<file path="src/rtl/pad_pkg.sv">
// rtl/pad_pkg.sv - shared state encoding, command field offsets and LFSR constants for the PAD link
// Contents:
//   pad_state_e      responder FSM states IDLE/DEC/WR/RD/FNH
//   CMD_DIR_BIT      direction bit of the command beat
//   CMD_ADDR_LSB     first bit of the Addr field
//   CMD_NUM_LSB      first bit of the ReqNum field for a 32-bit Addr field
//   cmd_num_lsb()    ReqNum offset for any Addr field width
//   LFSR_POLY/SEED   stall-injection LFSR (x^16+x^14+x^13+x^11+1, Galois form)
package pad_pkg;

    typedef enum logic [2:0] {
        IDLE = 3'd0,
        DEC  = 3'd1,
        WR   = 3'd2,
        RD   = 3'd3,
        FNH  = 3'd4
    } pad_state_e;

    localparam int CMD_DIR_BIT             = 0;
    localparam int CMD_ADDR_LSB            = 1;
    localparam int CMD_DEF_DRAM_ADDR_WIDTH = 32;
    localparam int CMD_NUM_LSB             = CMD_ADDR_LSB + CMD_DEF_DRAM_ADDR_WIDTH;

    localparam logic [15:0] LFSR_POLY = 16'hB400;
    localparam logic [15:0] LFSR_SEED = 16'hACE1;

    function automatic int cmd_num_lsb(input int dram_addr_width);
        return CMD_ADDR_LSB + dram_addr_width;
    endfunction

endpackage

</file>
<file path="src/rtl/rsp_skid_fifo.sv">
// rtl/rsp_skid_fifo.sv - 2-entry skid FIFO holding memory read data on its way to the chip
// Ports:
//   clk, resetn        clock, synchronous active-low reset (empties the FIFO)
//   s_tdata/s_tvalid   push side; the writer only pushes when it has reserved room
//   m_tdata/m_tvalid   head entry, held stable until popped
//   m_tready           pop when m_tvalid & m_tready
//   count              current occupancy 0..2
module rsp_skid_fifo #(
    parameter int WIDTH = 128
) (
    input  logic             clk,
    input  logic             resetn,
    input  logic [WIDTH-1:0] s_tdata,
    input  logic             s_tvalid,
    output logic [WIDTH-1:0] m_tdata,
    output logic             m_tvalid,
    input  logic             m_tready,
    output logic [1:0]       count
);

    logic [WIDTH-1:0] r_mem [2];
    logic             r_wr_ptr;
    logic             r_rd_ptr;
    logic [1:0]       r_count;
    logic             w_push;
    logic             w_pop;

    assign w_push   = s_tvalid;
    assign m_tvalid = (r_count != 2'd0);
    assign w_pop    = m_tvalid & m_tready;
    assign m_tdata  = r_mem[r_rd_ptr];
    assign count    = r_count;

    always_ff @(posedge clk) begin
        if (w_push) begin
            r_mem[r_wr_ptr] <= s_tdata;
        end
    end

    always_ff @(posedge clk) begin
        if (!resetn) begin
            r_wr_ptr <= 1'b0;
            r_rd_ptr <= 1'b0;
            r_count  <= 2'd0;
        end else begin
            if (w_push) r_wr_ptr <= ~r_wr_ptr;
            if (w_pop)  r_rd_ptr <= ~r_rd_ptr;
            case ({w_push, w_pop})
                2'b10:   r_count <= r_count + 2'd1;
                2'b01:   r_count <= r_count - 2'd1;
                default: r_count <= r_count;
            endcase
        end
    end

endmodule

</file>
<file path="src/rtl/pad_responder.sv">
// rtl/pad_responder.sv - DRAM-side responder for the chip PAD command/data interface
// Optional build macro: RSP_STALL_INJECT_EN (LFSR-driven ready/valid stall injection)
// Ports:
//   clk, rst_n                               clock, synchronous active-low reset
//   ITFPAD_Dat/DatVld/DatLast, PADITF_DatRdy command and write beats from the chip
//   PADITF_Dat/DatVld/DatLast, ITFPAD_DatRdy read beats to the chip
//   RSPMEM_Addr/WrEn/WrDat/RdEn, MEMRSP_RdDat memory port, read data one cycle after RdEn
//   RSP_Busy                                 high outside IDLE
//   RSP_Err                                  sticky protocol error
module pad_responder
    import pad_pkg::*;
#(
    parameter int PORT_WIDTH      = 128,
    parameter int SRAM_WIDTH      = 256,
    parameter int ADDR_WIDTH      = 16,
    parameter int DRAM_ADDR_WIDTH = 32,
    parameter int MEM_ADDR_WIDTH  = 20
) (
    input  logic                      clk,
    input  logic                      rst_n,
    input  logic [PORT_WIDTH-1:0]     ITFPAD_Dat,
    input  logic                      ITFPAD_DatVld,
    input  logic                      ITFPAD_DatLast,
    output logic                      PADITF_DatRdy,
    output logic [PORT_WIDTH-1:0]     PADITF_Dat,
    output logic                      PADITF_DatVld,
    output logic                      PADITF_DatLast,
    input  logic                      ITFPAD_DatRdy,
    output logic [MEM_ADDR_WIDTH-1:0] RSPMEM_Addr,
    output logic                      RSPMEM_WrEn,
    output logic [PORT_WIDTH-1:0]     RSPMEM_WrDat,
    output logic                      RSPMEM_RdEn,
    input  logic [PORT_WIDTH-1:0]     MEMRSP_RdDat,
    output logic                      RSP_Busy,
    output logic                      RSP_Err
);

    localparam int RATIO   = SRAM_WIDTH / PORT_WIDTH;
    localparam int LOG2R   = $clog2(RATIO);
    localparam int CW      = ADDR_WIDTH + LOG2R;
    localparam int NUM_LSB = cmd_num_lsb(DRAM_ADDR_WIDTH);
    localparam int CMD_TOP = NUM_LSB + ADDR_WIDTH;

    pad_state_e                r_state, w_next;
    logic [MEM_ADDR_WIDTH-1:0] r_base;
    logic [CW-1:0]             r_beats, r_cnt, r_rcnt, r_ocnt;
    logic                      r_dir, r_rd_pend, r_err;
    logic                      w_cmd_hs, w_set_err, w_stall, w_hold;
    logic                      w_out_vld, w_pop, w_room, w_fifo_vld, w_fifo_rdy;
    logic                      w_wr_last, w_rd_last;
    logic [PORT_WIDTH-1:0]     w_fifo_dat;
    logic [1:0]                w_fifo_cnt;
    logic [MEM_ADDR_WIDTH-1:0] w_cmd_addr;
    logic [ADDR_WIDTH-1:0]     w_cmd_num;
    logic                      w_unused;

    // Only the low MEM_ADDR_WIDTH address bits matter: Base wraps modulo the memory size.
    assign w_cmd_addr = ITFPAD_Dat[CMD_ADDR_LSB +: MEM_ADDR_WIDTH];
    assign w_cmd_num  = ITFPAD_Dat[NUM_LSB +: ADDR_WIDTH];
    assign w_unused   = &{1'b0, ITFPAD_Dat[PORT_WIDTH-1:CMD_TOP],
                          ITFPAD_Dat[NUM_LSB-1:CMD_ADDR_LSB+MEM_ADDR_WIDTH]};

`ifdef RSP_STALL_INJECT_EN
    logic [15:0] r_lfsr;
    logic        r_shown;

    always_ff @(posedge clk) begin
        if (!rst_n) begin
            r_lfsr  <= LFSR_SEED;
            r_shown <= 1'b0;
        end else begin
            r_lfsr  <= {1'b0, r_lfsr[15:1]} ^ (r_lfsr[0] ? LFSR_POLY : 16'h0000);
            r_shown <= w_out_vld & ~ITFPAD_DatRdy;
        end
    end

    assign w_stall = r_lfsr[0];
    // A head already presented to the chip is never withdrawn.
    assign w_hold  = w_stall & ~r_shown;
`else
    assign w_stall = 1'b0;
    assign w_hold  = 1'b0;
`endif

    assign w_cmd_hs   = (r_state == IDLE) & ITFPAD_DatVld;
    assign w_out_vld  = (r_state == RD) & w_fifo_vld & ~w_hold;
    assign w_fifo_rdy = (r_state == RD) & ITFPAD_DatRdy & ~w_hold;
    assign w_pop      = w_out_vld & ITFPAD_DatRdy;
    assign w_wr_last  = (r_cnt == r_beats - CW'(1));
    assign w_rd_last  = (r_ocnt == r_beats - CW'(1));
    // Counting this cycle's pop as free space keeps the FIFO streaming at one beat per cycle.
    assign w_room     = ({1'b0, w_fifo_cnt} + {2'b00, r_rd_pend}) <= (3'd1 + {2'b00, w_pop});

    assign PADITF_DatVld  = w_out_vld;
    assign PADITF_DatLast = w_out_vld & w_rd_last;
    assign PADITF_Dat     = w_out_vld ? w_fifo_dat : '0;
    assign RSP_Busy       = (r_state != IDLE);
    assign RSP_Err        = r_err;

    rsp_skid_fifo #(.WIDTH(PORT_WIDTH)) u_skid (
        .clk      (clk),
        .resetn   (rst_n),
        .s_tdata  (MEMRSP_RdDat),
        .s_tvalid (r_rd_pend),
        .m_tdata  (w_fifo_dat),
        .m_tvalid (w_fifo_vld),
        .m_tready (w_fifo_rdy),
        .count    (w_fifo_cnt)
    );

    always_comb begin
        w_next        = r_state;
        PADITF_DatRdy = 1'b0;
        RSPMEM_WrEn   = 1'b0;
        RSPMEM_RdEn   = 1'b0;
        RSPMEM_Addr   = '0;
        RSPMEM_WrDat  = '0;
        w_set_err     = 1'b0;
        case (r_state)
            IDLE: begin
                PADITF_DatRdy = 1'b1;
                if (ITFPAD_DatVld) w_next = DEC;
            end
            DEC: begin
                if (r_beats == '0) begin
                    w_set_err = 1'b1;
                    w_next    = FNH;
                end else if (r_dir) begin
                    w_next = WR;
                end else begin
                    w_next = RD;
                end
            end
            WR: begin
                PADITF_DatRdy = ~w_stall;
                if (ITFPAD_DatVld && !w_stall) begin
                    RSPMEM_WrEn  = 1'b1;
                    RSPMEM_Addr  = r_base + MEM_ADDR_WIDTH'(r_cnt);
                    RSPMEM_WrDat = ITFPAD_Dat;
                    if (w_wr_last) begin
                        w_next    = FNH;
                        w_set_err = ~ITFPAD_DatLast;
                    end else if (ITFPAD_DatLast) begin
                        w_next    = FNH;
                        w_set_err = 1'b1;
                    end
                end
            end
            RD: begin
                if ((r_rcnt < r_beats) && w_room) begin
                    RSPMEM_RdEn = 1'b1;
                    RSPMEM_Addr = r_base + MEM_ADDR_WIDTH'(r_rcnt);
                end
                if (w_pop && w_rd_last) w_next = FNH;
            end
            FNH:     w_next = IDLE;
            default: w_next = IDLE;
        endcase
    end

    always_ff @(posedge clk) begin
        if (!rst_n) begin
            r_state   <= IDLE;
            r_base    <= '0;
            r_beats   <= '0;
            r_dir     <= 1'b0;
            r_cnt     <= '0;
            r_rcnt    <= '0;
            r_ocnt    <= '0;
            r_rd_pend <= 1'b0;
            r_err     <= 1'b0;
        end else begin
            r_state   <= w_next;
            r_rd_pend <= RSPMEM_RdEn;
            if (w_set_err) r_err <= 1'b1;
            if (w_cmd_hs) begin
                r_dir   <= ITFPAD_Dat[CMD_DIR_BIT];
                r_base  <= w_cmd_addr << LOG2R;
                r_beats <= CW'(w_cmd_num) << LOG2R;
                r_cnt   <= '0;
                r_rcnt  <= '0;
                r_ocnt  <= '0;
            end else begin
                if (RSPMEM_WrEn) r_cnt  <= r_cnt + CW'(1);
                if (RSPMEM_RdEn) r_rcnt <= r_rcnt + CW'(1);
                if (w_pop)       r_ocnt <= r_ocnt + CW'(1);
            end
        end
    end

endmodule
</file>
<file path="config.mk">
export PLATFORM = sky130hd
export DESIGN_NAME = pad_responder
export DESIGN_NICKNAME = d
export VERILOG_FILES = /design/src/rtl/pad_pkg.sv /design/src/rtl/rsp_skid_fifo.sv /design/src/rtl/pad_responder.sv
export SDC_FILE = /design/constraint.sdc
export NUM_CORES = 1
export LEC_CHECK = 0
export CORE_AREA = 2 2 210 212
export DETAILED_ROUTE_END_ITERATION = 8
export DIE_AREA = 0 0 212 214
export PLACE_DENSITY = 0.72
export SETUP_SLACK_MARGIN = 0.5
export SYNTH_ARGS = -nofsm -noshare
export SYNTH_HDL_FRONTEND = slang
export SYNTH_SLANG_ARGS = --single-unit
</file>
<file path="constraint.sdc">
create_clock -name clk -period 16.4 [get_ports clk]
set_input_delay 2.46 -clock clk [delete_from_list [all_inputs] [get_ports clk]]
set_output_delay 2.46 -clock clk [all_outputs]
set_load 0.05 [all_outputs]
</file>
==> impl_metrics.yaml, run 1 <==
status:
  status: "complete, no violations"
worst_setup_path:
  worst_setup_path_end_kind: "output port"
  r2r-end: "r_rcnt[15]$_SDFFE_PP0P_"
  worstSetupPathType: "input port to output port"
  start_kind: "input port"
  crit_required_ps: 13940
  arrival_ps: 6370
  endpoint: "RSPMEM_Addr[18]"
  path_max_fanout: 20
  ff2ff_setup_slack_ps: 11130
  timing.rr.start: "r_state[0]$_SDFFE_PN0P_"
  critical_path.startpoint: "ITFPAD_DatRdy"
  reg2reg_depth: 15
worst_hold_path:
  hold_class: "flop to flop"
  whs_path_depth: 2
place:
  portBuffers: 543
  placed_cell_area_um2: 23170
  dpl.hpwl_um: 40830
  dp_slack_ps: 7573
  gp_congestion: 0.9241
global_route:
  grt_pass1_wl_um: 82080
  grt_start_max_net_pins: 143
  grt_pass1_vias: 13796
  grtUsageTotal_pct: 23.58
  overflow: 0
  antenna_found_initial: 6
synth:
  ys.flop_type: "edfxtp_1"
  synthArstFlopShare_pct: 0
  synth.distinct_cells: 61
  synth_edf_count: 256
  yosys_warnings: 0
  synth_seq_area_share_pct: 55.92
  syn_area_per_cell_um2: 11.09
  syn_nets: 1874
  netlist_area_um2: 17220
  ys_ff_latch: 353
  synth_cells: 1553
final_layout:
  nFillCells: 3607
  drive_gt1_share_pct: 3.762
  final_nets: 2393
  multi_input_area_um2: 7116
  regArea_um2: 9633
  finalInstanceArea_um2: 24360
  synthToLayoutAreaGrowth_pct: 41.49
clock_network:
  cts.htree.levels: 2
  post_cts_buffers: 0
  clock-sinks: 353
  cts_repair_resize_count: 0
  cts_max_path_buffers: 3
  path_clk_slew_ps: 60
  cts-root-buf: "clkbuf_16"
  cts_made_buffers: 38
  clkLatencyLatePin_ps: 560
  cts_hold_buf: 0
  cts_tree: "done"
sta:
  tightest_slew_ps: 1139
  finClkSkew_ps: 27.30
  finalCritPeriodShare_pct: 53.83
  rsz0062_at_grt: "false"
  fin_ws_ps: 7572
  setup_tns_ps: 0
  drv_slew: 0
  fin_crit_ps: 8828
  max_freq_mhz: 113.3
  relSlewSlack_pct: 24.03
  hold_violations: 0
  setup_viol: 0
die:
  io_pins: 544
  rows: 76
  die-area_um2: 45370
  core_um2: 42890
  dieHeight_um: 214
  initial_utilization_pct: 40.15
  fp.dieW_um: 212
routing:
  drt-pass1-iter-count: 5
  routedWlPerCell_um: 20.19
  drt_wl_total_um: 54280
  detail-route-antenna-nets: 0
  vias: 13593
  routed_via_density: 5.057
  drt-initial-drc-count: 923
  drcViolationCount: 0
pwr:
  cellLeakagePower_nw: 8.335
  power_w: 0.002599
  ir_drop_v: 0.00008556
  p_per_area_nw_per_um2: 106.7
flow_run:
  max_cap_viol_count: 0
## routing by layer
metal | vias to the layer above | GRT usage [%] | wire (µm)
li1 | 6536 | - | -
met1 | 6546 | 28.07 | 21490
met2 | 429 | 41.43 | 27720
met3 | 78 | 6.260 | 3832
met4 | 4 | 7.066 | 1216
met5 | - | 0 | 27
## critical path: stages
cell and delay (ps):
clkdlybuf4s50_1 450, nand2_1 150, fa_1 580, nor3b_1 190
o21a_1 170, a2111o_1 120, a31o_2 400, inv_1 370
nand2_1 130, nor2_1 50, a31o_2 210, or3_1 340
clkdlybuf4s50_1 710
## power breakdown
part	switching, W	leakage (nW)	internal (W)	total (W)
Combinational	0.000449	4.68	0.000280	0.000729
Clock	0.000355	0.567	0.000472	0.000826
Sequential	0.0000422	3.09	0.00100	0.00104
## synthesized netlist by cell type, drive strengths merged, types with 5 or more instances
cell type	n	area (µm²)
dfxtp	97	1942
xnor2	52	455.4
and3	12	75.07
mux2i	132	1321
o21a	7	52.55
or4	6	48.80
inv	42	157.7
a31o	7	61.31
xor2	52	455.4
ha	57	713.2
a21o	5	37.54
o211ai	5	37.54
or3	16	105.1
nand2	127	476.7
a21oi	81	405.4
nand2b	5	31.28
a211oi	6	45.04
clkbuf	65	265.3
o22ai	10	62.56
and2	132	825.8
nor2	202	758.2
nor2b	6	37.54
nand3	27	135.1
buf	11	56.30
nor4	5	31.28
a22o	5	43.79
nand4	22	137.6
nor3	22	110.1
edfxtp	256	7687
o21ai	34	170.2
## state kept, by name, indices dropped and copies added (netlist names), named ones only
register         count
RSP_Err              1
r_base              19
r_beats             16
r_cnt               17
r_dir                1
r_ocnt              17
r_rcnt              17
r_rd_pend            1
r_state              3
u_skid.count         2
u_skid.r_mem       256
u_skid.r_rd_ptr      1
u_skid.r_wr_ptr      1
## how the worst min path moves through the flow
stage                            start            endpoint  slack [ps]
finish              r_dir$_SDFFE_PN0P_  r_dir$_SDFFE_PN0P_         460
global route        r_dir$_SDFFE_PN0P_  r_dir$_SDFFE_PN0P_         500
CTS                 r_dir$_SDFFE_PN0P_  r_dir$_SDFFE_PN0P_         470
detailed placement  r_dir$_SDFFE_PN0P_  r_dir$_SDFFE_PN0P_         460
global placement    r_dir$_SDFFE_PN0P_  r_dir$_SDFFE_PN0P_         450
floorplan           r_dir$_SDFFE_PN0P_  r_dir$_SDFFE_PN0P_         440
## cell type report
type                       instances  share of cell area (%)
sequential                       353                   39.54
clock inverter                    11                  0.6214
inverter                          44                  0.6830
timing repair buffer             555                   22.68
clock buffer                      57                   4.237
tap                              585                   3.004
multi-input combinational       1080                   29.21
antenna                            3                 0.03081
## per-stage QoR
step | instances | hold slack (ps) | utilization (%)
after floorplan | 1553 | 436.3 | -
after global placement | 2617 | 454.3 | 54.03
after detailed placement | 2617 | 456.7 | 54.03
after CTS | 2685 | 465.3 | 56.79
after global routing | 2688 | 500.1 | 56.81
final | 2688 | 462.4 | 56.81
## cells in the final DEF (no fill, tap or decap), drive strengths merged, types with 6 or more instances in the layout
master and instances:
and2 132, buf 12, edfxtp 256, dfxtp 97, and3 12, nor3 22
a211oi 6, nor2 202, a31o 7, or4 6, clkinv 10, xnor2 52
inv 42, clkbuf 57, nand2 127, o21a 7, nand3 27, or3 16
ha 57, clkdlybuf4s50 543, o22ai 10, o21ai 34, xor2 52, mux2i 132
nor2b 6, a21oi 81, nand4 22
## logic make-up (layout without fill, tap and decap cells)
logic type,Yosys count,count (layout),synth area share (%)
adder cells (fa/ha/maj),60,60,4.491
multiplexers,132,132,7.673
AO/OA/AOI/OAI,187,187,6.751
flip-flops,353,353,55.92
AND/OR/NAND/NOR,594,594,16.65
buffers and inverters,120,667,2.827
XOR/XNOR,107,107,5.682
other,0,3,0
(Power assumes the default switching activity.)
==> inputs of run 2 (changes only) <==
--- a/config.mk
+++ b/config.mk
@@ -5,10 +5,10 @@
 export SDC_FILE = /design/constraint.sdc
 export NUM_CORES = 1
 export LEC_CHECK = 0
-export CORE_AREA = 2 2 210 212
+export CORE_ASPECT_RATIO = 0.6
+export CORE_UTILIZATION = 43
 export DETAILED_ROUTE_END_ITERATION = 8
-export DIE_AREA = 0 0 212 214
-export PLACE_DENSITY = 0.72
+export PLACE_DENSITY = 0.79
 export SETUP_SLACK_MARGIN = 0.5
 export SYNTH_ARGS = -nofsm -noshare
 export SYNTH_HDL_FRONTEND = slang
==> constraint.sdc (replaced) <==
create_clock -name clk -period 7.6 [get_ports clk]
set_input_delay 1.14 -clock clk [delete_from_list [all_inputs] [get_ports clk]]
set_output_delay 1.14 -clock clk [all_outputs]
set_load 0.05 [all_outputs]
==> impl_metrics.yaml, run 2 (synthesis gave the netlist of run 1 again) <==
clock_network:
  clkLatencyLatePin_ps: 520
  cts-root-buf: "clkbuf_16"
  cts_tree: "done"
  post_cts_buffers: 0
  cts_repair_resize_count: 0
  cts_hold_buf: 0
  clock-sinks: 353
  cts.htree.levels: 2
  cts_made_buffers: 36
  path_clk_slew_ps: 60
  cts_max_path_buffers: 3
worst_setup_path:
  path_cells: "nor2b_1 -> nand2_1 -> or2_4 -> inv_1 -> nand2_1 -> fa_1 -> nor3b_1 -> o21a_1 -> a2111o_1 -> a31o_2 -> inv_1 -> nand2_1 -> nor2_1 -> a31o_2 -> or3_1 -> clkdlybuf4s50_1"
  cp_common_cell: "nand2_1"
  worst-path-buf-inv: 3
  reg2reg_depth: 15
  cp_slowest_cell: "clkdlybuf4s50_1"
  ff2ff_setup_slack_ps: 2450
  crit_required_ps: 6460
  arrival_ps: 5420
  max_stage_delay_ps: 710
  cpLargestDelayFamily: "simple AND/OR/NAND/NOR gates"
  timing.rr.start: "r_state[0]$_SDFFE_PN0P_"
  r2r-end: "r_rcnt[12]$_SDFFE_PP0P_"
  start_kind: "flop"
  worstSetupPathType: "flop to output port"
  worst_setup_path_end_kind: "output port"
  path_max_fanout: 20
place:
  portBuffers: 543
  place_inst: 2555
  gp_congestion: 0.9794
  dpl.hpwl_um: 39600
  dp_slack_ps: 1326
routing:
  routed_via_density: 5.254
  drt-pass1-iter-count: 7
  drcViolationCount: 0
  drt_wl_total_um: 53570
  routedWlPerCell_um: 20.45
  drt-initial-drc-count: 1232
  vias: 13766
  detail-route-antenna-nets: 0
worst_hold_path:
  holdPathEnd: "r_dir$_SDFFE_PN0P_"
  whs_path_depth: 2
  hold_class: "flop to flop"
  hp-start: "r_dir$_SDFFE_PN0P_"
status:
  status: "complete, no violations"
sta:
  max_freq_mhz: 152.5
  drv_slew: 0
  setup_tns_ps: 0
  setup_viol: 0
  fin_ws_ps: 1044
  finClkSkew_ps: 22.07
  hold_violations: 0
  fin_crit_ps: 6556
  hold_ws_ps: 475.4
  rsz0062_at_grt: "false"
  relSlewSlack_pct: 28.48
  tightest_slew_ps: 1073
  finalCritPeriodShare_pct: 86.26
final_layout:
  largest_register_ffs: 256
  synthToLayoutAreaGrowth_pct: 40.97
  largest_registers: "u_skid.r_mem: 256 flops, r_base: 19 flops"
  final_common_cell: "clkdlybuf4s50_1"
  largest-register: "u_skid.r_mem"
  final_cell_mix: "543 x clkdlybuf4s50_1, 256 x edfxtp_1, 201 x nor2_1"
  finalNonFillerCells: 2620
  drive_gt1_share_pct: 3.962
  final_nets: 2392
pwr:
  ir_drop_v: 0.0001823
  power_w: 0.005631
  p_per_area_nw_per_um2: 232.0
  cellLeakagePower_nw: 8.335
die:
  initial_utilization_pct: 43.88
  io_pins: 544
  fp.dieW_um: 260.3
  die-area_um2: 40870
  core_um2: 39240
  rows: 56
  dieHeight_um: 157.0
global_route:
  overflow: 0
  grtUsageTotal_pct: 24.89
  antenna_found_initial: 3
  grt_pass1_vias: 13104
  grt_pass1_wl_um: 77400
  grt_start_max_net_pins: 117
flow_run:
  max_cap_viol_count: 0
==> run 2: changes by cell type in the layout (fill, tap and decap cells not counted) <==
cell,before,now
clkinv_16,1,0
inv_6,0,2
clkbuf_1,18,6
clkinv_4,0,1
bufinv_16,2,4
buf_12,0,1
clkbuf_16,38,36
clkinvlp_4,0,1
clkinv_2,5,6
clkinv_1,2,5
clkinv_8,2,1
==> run 2: through the flow <==
| step | area, µm² | util (%) |
|---|---|---|
| 2_1_floorplan | 17220 | - |
| 3_3_place_gp | 23110 | 58.91 |
| 5_1_grt | 24270 | 61.86 |
| 6_report | 24270 | 61.86 |
| 3_5_place_dp | 23110 | 58.91 |
| 4_1_cts | 24270 | 61.84 |
==> run 2: final cells by class <==
cell class,instances,area (µm²)
Tap cell,522,653.1
Clock inverter,19,215.2
Clock buffer,43,937.1
Antenna cell,3,7.507
Sequential cell,353,9633
Multi-Input combinational cell,1080,7116
Fill cell,3092,14960
Timing Repair Buffer,556,5545
Inverter,44,166.4
==> run 2: routing by layer <==
layer	GRT usage [%]	vias to the layer above	part of all wire [%]
met4	7.825	2	2.7
met1	34.98	6608	44
li1	-	6528	-
met2	37.88	529	46
met3	5.910	99	7.6
met5	0	-	0.024
==> run 2: how the worst max path moves through the flow <==
stage | startpoint | slack [ps] | cells after the start | endpoint
6_report | r_state[0]$_SDFFE_PN0P_ | 1040 | 16 | RSPMEM_Addr[18]
3_3_place_gp | ITFPAD_DatRdy | 1380 | 13 | RSPMEM_Addr[18]
5_1_grt | r_state[0]$_SDFFE_PN0P_ | 870 | 16 | RSPMEM_Addr[18]
3_5_place_dp | ITFPAD_DatRdy | 1330 | 13 | RSPMEM_Addr[18]
2_1_floorplan | r_rd_pend$_SDFF_PN0_ | 1220 | 2 | u_skid.r_mem[0][0]$_DFFE_PP_
4_1_cts | r_state[0]$_SDFFE_PN0P_ | 1110 | 16 | RSPMEM_Addr[18]
==> run 2: tightest hold or removal path, cell delays in order (launching register included) <==
cell     delay (ps)
dfxtp_1         310
nand2_1          50
a21oi_1          60
==> run 2: power breakdown <==
| group | switching, W | internal, W |
|---|---|---|
| clock network | 0.000757 | 0.00102 |
| logic | 0.000992 | 0.000606 |
| registers | 0.0000937 | 0.00216 |
| total | 0.00184 | 0.00379 |
